==> src/rtl/arm_ctrl_pkg.sv <==
// Shared types and encodings for the multi-cycle ARM controller.
package arm_ctrl_pkg;

  typedef enum logic [3:0] {
    S_RESET      = 4'd0,
    S_FETCH_ADDR = 4'd1,
    S_FETCH_WAIT = 4'd2,
    S_DECODE     = 4'd3,
    S_EXEC_DP    = 4'd4,
    S_EXEC_ADDR  = 4'd5,
    S_MEM_WAIT   = 4'd6,
    S_WRITEBACK  = 4'd7,
    S_BRANCH     = 4'd8
  } state_t;

  localparam logic [3:0] OP_AND = 4'h0;
  localparam logic [3:0] OP_EOR = 4'h1;
  localparam logic [3:0] OP_SUB = 4'h2;
  localparam logic [3:0] OP_RSB = 4'h3;
  localparam logic [3:0] OP_ADD = 4'h4;
  localparam logic [3:0] OP_ADC = 4'h5;
  localparam logic [3:0] OP_SBC = 4'h6;
  localparam logic [3:0] OP_RSC = 4'h7;
  localparam logic [3:0] OP_TST = 4'h8;
  localparam logic [3:0] OP_TEQ = 4'h9;
  localparam logic [3:0] OP_CMP = 4'hA;
  localparam logic [3:0] OP_CMN = 4'hB;
  localparam logic [3:0] OP_ORR = 4'hC;
  localparam logic [3:0] OP_MOV = 4'hD;
  localparam logic [3:0] OP_BIC = 4'hE;
  localparam logic [3:0] OP_MVN = 4'hF;

  localparam logic [3:0] COND_EQ = 4'h0;
  localparam logic [3:0] COND_NE = 4'h1;
  localparam logic [3:0] COND_CS = 4'h2;
  localparam logic [3:0] COND_CC = 4'h3;
  localparam logic [3:0] COND_MI = 4'h4;
  localparam logic [3:0] COND_PL = 4'h5;
  localparam logic [3:0] COND_VS = 4'h6;
  localparam logic [3:0] COND_VC = 4'h7;
  localparam logic [3:0] COND_HI = 4'h8;
  localparam logic [3:0] COND_LS = 4'h9;
  localparam logic [3:0] COND_GE = 4'hA;
  localparam logic [3:0] COND_LT = 4'hB;
  localparam logic [3:0] COND_GT = 4'hC;
  localparam logic [3:0] COND_LE = 4'hD;
  localparam logic [3:0] COND_AL = 4'hE;
  localparam logic [3:0] COND_NV = 4'hF;

  localparam logic [1:0] PC_SEL_INC = 2'b00;
  localparam logic [1:0] PC_SEL_BR  = 2'b01;

  localparam logic [1:0] BSEL_SHIFT = 2'b00;
  localparam logic [1:0] BSEL_IMM   = 2'b01;
  localparam logic [1:0] BSEL_PC    = 2'b10;

endpackage

==> src/rtl/arm_cond_check.sv <==
// ARM condition-code evaluator: cond field against NZCV. NV never passes.
module arm_cond_check
  import arm_ctrl_pkg::*;
(
  input  logic [3:0] cond,
  input  logic [3:0] flags,
  output logic       pass
);

  logic n, z, c, v;
  assign {n, z, c, v} = flags;

  always_comb begin
    pass = 1'b0;
    case (cond)
      COND_EQ: pass = z;
      COND_NE: pass = ~z;
      COND_CS: pass = c;
      COND_CC: pass = ~c;
      COND_MI: pass = n;
      COND_PL: pass = ~n;
      COND_VS: pass = v;
      COND_VC: pass = ~v;
      COND_HI: pass = c & ~z;
      COND_LS: pass = ~c | z;
      COND_GE: pass = (n == v);
      COND_LT: pass = (n != v);
      COND_GT: pass = ~z & (n == v);
      COND_LE: pass = z | (n != v);
      COND_AL: pass = 1'b1;
      default: pass = 1'b0;
    endcase
  end

endmodule

==> src/rtl/arm_control_unit.sv <==
// Multi-cycle controller for the ARM datapath: fetch, decode, execute,
// memory and writeback sequencing driven from IR and NZCV.
//
//  state       | meaning
//  RESET       | held in reset, all strobes low
//  FETCH_ADDR  | PC -> MAR
//  FETCH_WAIT  | instruction read; on ack load IR and PC+4
//  DECODE      | condition check and class decode
//  EXEC_DP     | data-processing ALU op
//  EXEC_ADDR   | base +/- imm12 -> MAR
//  MEM_WAIT    | data read/write until ack
//  WRITEBACK   | MDR -> Rd
//  BRANCH      | PC <- target, optional link into R14
module arm_control_unit
  import arm_ctrl_pkg::*;
(
  input  logic        Clk,
  input  logic        Clr,
  input  logic [31:0] ir,
  input  logic [3:0]  flags,
  input  logic        mem_ack,
  output logic        ir_ld,
  output logic        pc_ld,
  output logic        mar_ld,
  output logic        mdr_ld,
  output logic        rf_ld,
  output logic        flags_ld,
  output logic [1:0]  pc_sel,
  output logic        rf_wsel,
  output logic        rf_dsel,
  output logic [3:0]  alu_op,
  output logic [1:0]  alu_bsel,
  output logic        mem_en,
  output logic        mem_rw,
  output logic        mem_byte,
  output logic [3:0]  state_o,
  output logic        illegal
);

  state_t state, state_nxt;
  logic   cond_pass, cond_nv;
  logic   is_dp, is_ls, is_br, bad_class;
  logic   dp_test;
  logic   unused_ir;

  arm_cond_check u_cond (
    .cond  (ir[31:28]),
    .flags (flags),
    .pass  (cond_pass)
  );

  assign cond_nv   = (ir[31:28] == COND_NV);
  assign is_dp     = (ir[27:26] == 2'b00);
  assign is_ls     = (ir[27:25] == 3'b010) & ir[24];
  assign is_br     = (ir[27:25] == 3'b101);
  assign bad_class = ~(is_dp | is_ls | is_br);
  assign dp_test   = (ir[24:21] >= OP_TST) && (ir[24:21] <= OP_CMN);
  assign unused_ir = ^ir[19:0];

  always_ff @(posedge Clk or posedge Clr) begin
    if (Clr) state <= S_RESET;
    else     state <= state_nxt;
  end

  always_comb begin
    state_nxt = state;
    case (state)
      S_RESET:      state_nxt = S_FETCH_ADDR;
      S_FETCH_ADDR: state_nxt = S_FETCH_WAIT;
      S_FETCH_WAIT: if (mem_ack) state_nxt = S_DECODE;
      S_DECODE: begin
        if (cond_nv || !cond_pass || bad_class) state_nxt = S_FETCH_ADDR;
        else if (is_dp)                         state_nxt = S_EXEC_DP;
        else if (is_ls)                         state_nxt = S_EXEC_ADDR;
        else                                    state_nxt = S_BRANCH;
      end
      S_EXEC_DP:    state_nxt = S_FETCH_ADDR;
      S_EXEC_ADDR:  state_nxt = S_MEM_WAIT;
      S_MEM_WAIT:   if (mem_ack) state_nxt = ir[20] ? S_WRITEBACK : S_FETCH_ADDR;
      S_WRITEBACK:  state_nxt = S_FETCH_ADDR;
      S_BRANCH:     state_nxt = S_FETCH_ADDR;
      default:      state_nxt = S_RESET;
    endcase
  end

  always_comb begin
    ir_ld    = 1'b0;
    pc_ld    = 1'b0;
    mar_ld   = 1'b0;
    mdr_ld   = 1'b0;
    rf_ld    = 1'b0;
    flags_ld = 1'b0;
    pc_sel   = PC_SEL_INC;
    rf_wsel  = 1'b0;
    rf_dsel  = 1'b0;
    alu_op   = OP_AND;
    alu_bsel = BSEL_SHIFT;
    mem_en   = 1'b0;
    mem_rw   = 1'b0;
    mem_byte = 1'b0;
    illegal  = 1'b0;
    case (state)
      S_FETCH_ADDR: begin
        mar_ld   = 1'b1;
        alu_bsel = BSEL_PC;
      end
      S_FETCH_WAIT: begin
        mem_en = 1'b1;
        mem_rw = 1'b1;
        ir_ld  = mem_ack;
        pc_ld  = mem_ack;
      end
      // NV is always reported; other bad classes only when the condition holds
      S_DECODE: illegal = cond_nv | (cond_pass & bad_class);
      S_EXEC_DP: begin
        alu_op   = ir[24:21];
        rf_ld    = ~dp_test;
        flags_ld = ir[20] | dp_test;
      end
      S_EXEC_ADDR: begin
        alu_op   = ir[23] ? OP_ADD : OP_SUB;
        alu_bsel = BSEL_IMM;
        mar_ld   = 1'b1;
      end
      S_MEM_WAIT: begin
        mem_en   = 1'b1;
        mem_rw   = ir[20];
        mem_byte = ir[22];
        mdr_ld   = ir[20];
      end
      S_WRITEBACK: begin
        rf_ld   = 1'b1;
        rf_dsel = 1'b1;
      end
      S_BRANCH: begin
        pc_ld  = 1'b1;
        pc_sel = PC_SEL_BR;
        if (ir[24]) begin
          rf_ld    = 1'b1;
          rf_wsel  = 1'b1;
          alu_bsel = BSEL_PC;
          alu_op   = OP_MOV;
        end
      end
      default: ;
    endcase
  end

  assign state_o = state;

endmodule

==> config.mk <==
export PLATFORM = sky130hd
export DESIGN_NAME = arm_control_unit
export DESIGN_NICKNAME = d
export VERILOG_FILES = /design/src/rtl/arm_ctrl_pkg.sv /design/src/rtl/arm_cond_check.sv /design/src/rtl/arm_control_unit.sv
export SDC_FILE = /design/constraint.sdc
export NUM_CORES = 1
export LEC_CHECK = 0
export CAP_MARGIN = 25
export CORE_MARGIN = 4
export CORE_UTILIZATION = 31
export DETAILED_ROUTE_END_ITERATION = 7
export GPL_TIMING_DRIVEN = 0
export PLACE_DENSITY = 0.86
export SYNTH_ARGS = -nofsm -noshare
export SYNTH_HDL_FRONTEND = slang
export SYNTH_SLANG_ARGS = --single-unit
==> constraint.sdc <==
create_clock -name Clk -period 2.1 [get_ports Clk]
set_input_delay 0.42 -clock Clk [delete_from_list [all_inputs] [get_ports Clk]]
set_output_delay 0.42 -clock Clk [all_outputs]
set_load 0.01 [all_outputs]
## Word level (Yosys, flattened, before mapping)

Index checks and enable logic that the tools add are counted.

- Bits in registers: 4
- Word-level logic and storage cells: 86
- Bits of input ports: 39
- Output and inout bits: 24

- Magnitude comparators: 2
- Reductions and logical operators: 11
- Mux-type cells: 27
- Bitwise gates (word level): 16
- Equal/unequal tests: 29

Operators with widths:

| cell | number |
|---|---|
| == test 4 bit (second input constant) | 9 |
| == test 4 x 3 -> 1 bit (second input constant) | 8 |
| 2-to-1 mux 4 bit | 6 |
| case mux 4 bit (6 select lines) | 1 |
| == test 4 x 2 -> 1 bit (second input constant) | 4 |
| case mux 1 bit (15 select lines) | 1 |
| case mux 4 bit (3 select lines) | 1 |
| 2-to-1 mux 1 bit | 11 |
| == test 4 x 1 -> 1 bit (second input constant) | 2 |
| zero test 4 bit | 2 |
| 2-to-1 mux 3 bit | 2 |
| inverter 1 bit | 6 |
| OR 1 bit | 6 |
| case mux 2 bit (3 select lines) | 1 |
| AND 1 bit | 4 |
| >= comparator 4 bit (second input constant) | 1 |
| less-or-equal comparator 4 bit (second input constant) | 1 |
| != test 2 bit (second input constant) | 2 |
| case mux 1 bit (2 select lines) | 2 |
| OR reduction 2 bit | 2 |
| OR reduction 4 bit | 1 |
| == test 3 x 2 -> 1 bit (second input constant) | 1 |
| == test 3 bit (second input constant) | 1 |
| case mux 1 bit (3 select lines) | 1 |
| 8 further kinds | 9 |

## Depth between registers and ports, before layout

- Depth after elaboration: 8
- Depth in mapped cells: 6
- Mapped depth without buffers: 5

## Hierarchy

From an unflattened synthesis, not the netlist that was laid out.

- Cell total of the unflattened synthesis: 98
- Area total of the unflattened synthesis: 733.2 µm²

By module, submodules not included:

| module | times used | area each (µm²) | cells each | seq. area each (µm²) |
|---|---|---|---|---|
| arm_control_unit | 1 | 539.3 | 70 | 100.1 |
| arm_cond_check | 1 | 193.9 | 28 | 0.0 |

## Least setup slack after synthesis

OpenSTA, ideal clock, no wires.

- Path type: input -> output
- Start: input port ir[30]
- End: output port illegal
- Setup slack: 0.102 ns
- Stages on the path: 6
- Buffers on the path: 1
- Arrival time: 1.578 ns
- Required time: 1.680 ns
- Path through: buf_6 > mux2_4 > a211oi_2 > o31a_2 > a211oi_2 > a211oi_1

- Word-level cells in the longest chain between the ends: 5

Ends and longest elaborated chain:

| element | RTL line | RTL |
|---|---|---|
| from (decl) | arm_control_unit.sv:19 | `input logic [31:0] ir,` |
| == test 4 bit (tied with other cells) | arm_cond_check.sv:15 | `case (cond)` |
| case mux 1 bit (15 select lines) | arm_cond_check.sv:15 |  |
| AND 1 bit | arm_control_unit.sv:114 | `S_DECODE: illegal = cond_nv \| (cond_pass & bad_class);` |
| OR 1 bit * | arm_control_unit.sv:114 |  |
| 2-to-1 mux 1 bit * | arm_control_unit.sv:102 | `case (state)` |
| to (decl) | arm_control_unit.sv:37 | `output logic illegal` |

Every way passes the cells marked *; elsewhere a longest branch is shown, timed or not.

## Worst setup path in the final report

- Start: input port flags[3]
- End: output port illegal

- Word-level cells in the longest chain between the ends: 6

Ends and longest elaborated chain:

| element | RTL line | RTL |
|---|---|---|
| from (decl) | arm_control_unit.sv:20 | `input logic [3:0] flags,` |
| != test 1 bit / == test 1 bit (equally long branches) | n/a |  |
| OR 1 bit / AND 1 bit (equally long branches) | arm_cond_check.sv:29, arm_cond_check.sv:28 |  |
| case mux 1 bit (15 select lines) * | arm_cond_check.sv:15 |  |
| AND 1 bit * | arm_control_unit.sv:114 |  |
| OR 1 bit * | arm_control_unit.sv:114 |  |
| 2-to-1 mux 1 bit * | arm_control_unit.sv:102 |  |

Marked as above.

==> metrics.json <==
{
  "clock_network": {
    "max-clock-path-buffers": 2,
    "clkLatencyLatePin_ps": 220,
    "cts_root_buffer": "sky130_fd_sc_hd__clkbuf_4",
    "cts_hold_buf": 0,
    "cts_tree": "built",
    "clkSlewWorstSetupHoldPaths_ps": 30,
    "cts_max_level": 1,
    "cts_buffers": 3,
    "clock_sinks": 4
  },
  "final_layout": {
    "flow.area_growth_from_synthesis_pct": 83.6,
    "drive_above_1_share": 0.344,
    "largest_register_ffs": 4,
    "post_layout_util": 0.624,
    "nets": 192,
    "num_antenna_cells": 0
  },
  "critical_path": {
    "critical_path.startpoint_type": "primary input",
    "required_ps": 1680,
    "class_of_the_most_critical_setup_path": "primary input to primary output",
    "worst-path-max-fanout": 3,
    "crit_arrival_ps": 1670,
    "setup.worst_path.end_class": "primary output"
  },
  "timing": {
    "fmax_mhz": 479,
    "grt_setup_unrepaired": "true",
    "finalClockSkew_ps": 0.101,
    "post-route-min-period_ps": 2090,
    "slew_violations": 0,
    "finalCritPeriodShare": 0.994,
    "report.final.setup_viol": 0,
    "hold_violations": 0
  },
  "global_routing": {
    "maximum_number_of_pins_on_one_net_before_global_route_repair": 11,
    "groute.layer.met3.usage": 0.0233,
    "grt_busiest_layer": "met2",
    "overflow": 0,
    "grt_usage": 0.158,
    "antenna_found_initial": 0,
    "first_pass_grt_wire_length_um": 4100,
    "first_global_vias": 963,
    "globalRouteMet2Util": 0.285,
    "global_routing_usage_on_met1": 0.184
  },
  "synth": {
    "post_synth_design_cell_area_sq_um": 694,
    "post_synthesis_area_per_instance_sq_um": 7.01,
    "yosysWarnings": 0,
    "synth_largest_type_area_fraction": 0.144,
    "ys.flop_type": "sky130_fd_sc_hd__dfrtp_1",
    "post_synth_main_area_contributors": "sky130_fd_sc_hd__dfrtp_1, sky130_fd_sc_hd__nor2b_1, sky130_fd_sc_hd__nor3_1, sky130_fd_sc_hd__nand2b_1, sky130_fd_sc_hd__a21oi_1",
    "netlist_instances": 99,
    "mappedNetlistNets": 138,
    "number_of_flops_mapped_to_enable_cells_by_yosys": 0,
    "post_synth_arst_share": 1.00,
    "synth.largest_area_cell": "sky130_fd_sc_hd__dfrtp_1",
    "netlist-cell-type-count": 39,
    "yosysSeqAreaShare": 0.144,
    "postSynthRegisterBits": 4
  },
  "floorplanning": {
    "dieArea_sq_um": 3060,
    "floorplan.rows": 16,
    "boundaryPins": 63,
    "die_h_um": 55.3,
    "initial_core_utilization": 0.340,
    "fp.dieW_um": 55.3,
    "core_area_sq_um": 2040
  },
  "placed_design": {
    "globalplace.congestion": 0.812,
    "place_hpwl_um": 1860,
    "place.port_buffers": 39
  },
  "routing": {
    "drc": 0,
    "route.detailed.wl_per_inst_um": 14.5,
    "detail_route.wirelength_um": 2590,
    "route.detailed.vias_per_inst": 5.30,
    "detailed_router_iteration_count_before_antenna_repair": 4,
    "initialDrtViolationCount": 31,
    "num_vias": 944,
    "post_route_antenna_net_violation_count": 0
  },
  "power_and_ir_drop": {
    "vdd.ir_drop.worst_mv": 0.476,
    "p_leak_nw": 0.659,
    "total_power_w": 0.000959,
    "pwr_density_cell_nw_per_um2": 753
  },
  "worst_hold_path": {
    "holdCritPathClass": "primary input to asynchronous set/reset pin"
  },
  "run_status": {
    "result_of_the_run": "complete, no violations"
  },
  "flow_run": {
    "max-cap-violations": 0
  }
}
==> layout by cell type (no fill, tap or decap), drive strengths merged, types with 4 or more instances in the layout <==
master	synthesis	final
a211oi	5	5
a21oi	6	6
buf	3	20
clkbuf	4	10
clkdlybuf4s50	0	13
dfrtp	4	4
dlygate4sd2	0	14
inv	7	7
nand2	6	6
nand2b	5	5
nor2	7	7
nor2b	8	8
nor3	8	8
o21ai	7	7
==> per-stage QoR <==
stage	hold WS, ps	area [sq um]	setup slack (ps)	cells	TNS (ps)
after floorplan	186	694	102	99	0
after global placement	609	1120	-813	165	-3190
after detailed placement	615	1120	-873	165	-3490
after CTS	380	1240	-221	175	-221
after global routing	393	1270	-30.7	178	-30.7
final	383	1270	12.9	178	0
==> worst paths after layout <==
check / to / slack, ps / cells after the start / startpoint
min: state_o[0]$_DFFE_PP0P_ / 380 / 2 / Clr
max reg2reg: state_o[0]$_DFFE_PP0P_ / 550 / 5 / state_o[0]$_DFFE_PP0P_
max in group asynchronous: state_o[1]$_DFFE_PP0P_ / 1560 / 2 / Clr
min reg2reg: state_o[3]$_DFFE_PP0P_ / 800 / 4 / state_o[2]$_DFFE_PP0P_
min in group Clk: state_o[1]$_DFFE_PP0P_ / 630 / 3 / mem_ack
max: illegal / 10 / 8 / flags[3]
==> synthesized netlist by cell type (2+ instances only) <==
cell type	count
sky130_fd_sc_hd__dfrtp_1	4
sky130_fd_sc_hd__inv_1	7
sky130_fd_sc_hd__nor3_1	8
sky130_fd_sc_hd__mux2i_1	2
sky130_fd_sc_hd__xnor2_1	2
sky130_fd_sc_hd__nand2_1	6
sky130_fd_sc_hd__nand3b_1	2
sky130_fd_sc_hd__clkbuf_1	4
sky130_fd_sc_hd__nor2_1	7
sky130_fd_sc_hd__a21oi_1	6
sky130_fd_sc_hd__nand2b_1	5
sky130_fd_sc_hd__buf_6	2
sky130_fd_sc_hd__a211oi_1	3
sky130_fd_sc_hd__a211oi_2	2
sky130_fd_sc_hd__or3_1	2
sky130_fd_sc_hd__or2_2	2
sky130_fd_sc_hd__o21ai_0	6
sky130_fd_sc_hd__nor2b_1	8
==> where the power goes <==
| group | switching (W) | leakage, nW | total, W | internal, W |
|---|---|---|---|---|
| logic | 0.000365 | 0.596 | 0.000735 | 0.000370 |
| registers | 0.0000306 | 0.0497 | 0.000135 | 0.000105 |
| clock network | 0.0000261 | 0.0138 | 0.0000896 | 0.0000636 |
| total | 0.000422 | 0.659 | 0.000959 | 0.000538 |
==> per-layer routing <==
metal / up-vias / share of wire
met5: - / 0
met4: 0 / 0.0012
met3: 2 / 0.065
met2: 41 / 0.55
met1: 443 / 0.38
li1: 458 / -
==> critical path, cell delays in order <==
cell and delay (ps):
sky130_fd_sc_hd__buf_2 140, sky130_fd_sc_hd__xnor2_4 140, sky130_fd_sc_hd__buf_4 140, sky130_fd_sc_hd__a22oi_2 170, sky130_fd_sc_hd__xnor2_2 130, sky130_fd_sc_hd__a211oi_4 270
sky130_fd_sc_hd__a211oi_2 100, sky130_fd_sc_hd__buf_2 150
==> cell families (layout without fill, tap and decap cells) <==
group,count (synthesis),in the layout,synth area share
and+or+nand+nor,47,47,0.373
other,1,1,0.00540
buffers and inverters,14,66,0.103
AOI/OAI and AO/OA,28,28,0.299
muxes,3,3,0.0504
xor gates and xnor gates,2,2,0.0252
DFF,4,4,0.144
==> timing repair <==
item                                    CTS  global route
buffers inserted                          6             3
gates resized for setup                  56            26
endpoints found under the setup margin   18             7
pin swaps                                 5             8
cloned                                    1             0
==> layout make-up <==
type | instances | area [sq um]
Inverter | 7 | 26.3
Buffer | 7 | 68.8
Multi-Input combinational cell | 81 | 613
Tap cell | 27 | 33.8
Sequential cell | 4 | 101
Timing Repair Buffer | 49 | 409
Fill cell | 178 | 767
Clock buffer | 3 | 22.5
Power figures use the tool's default switching activity.
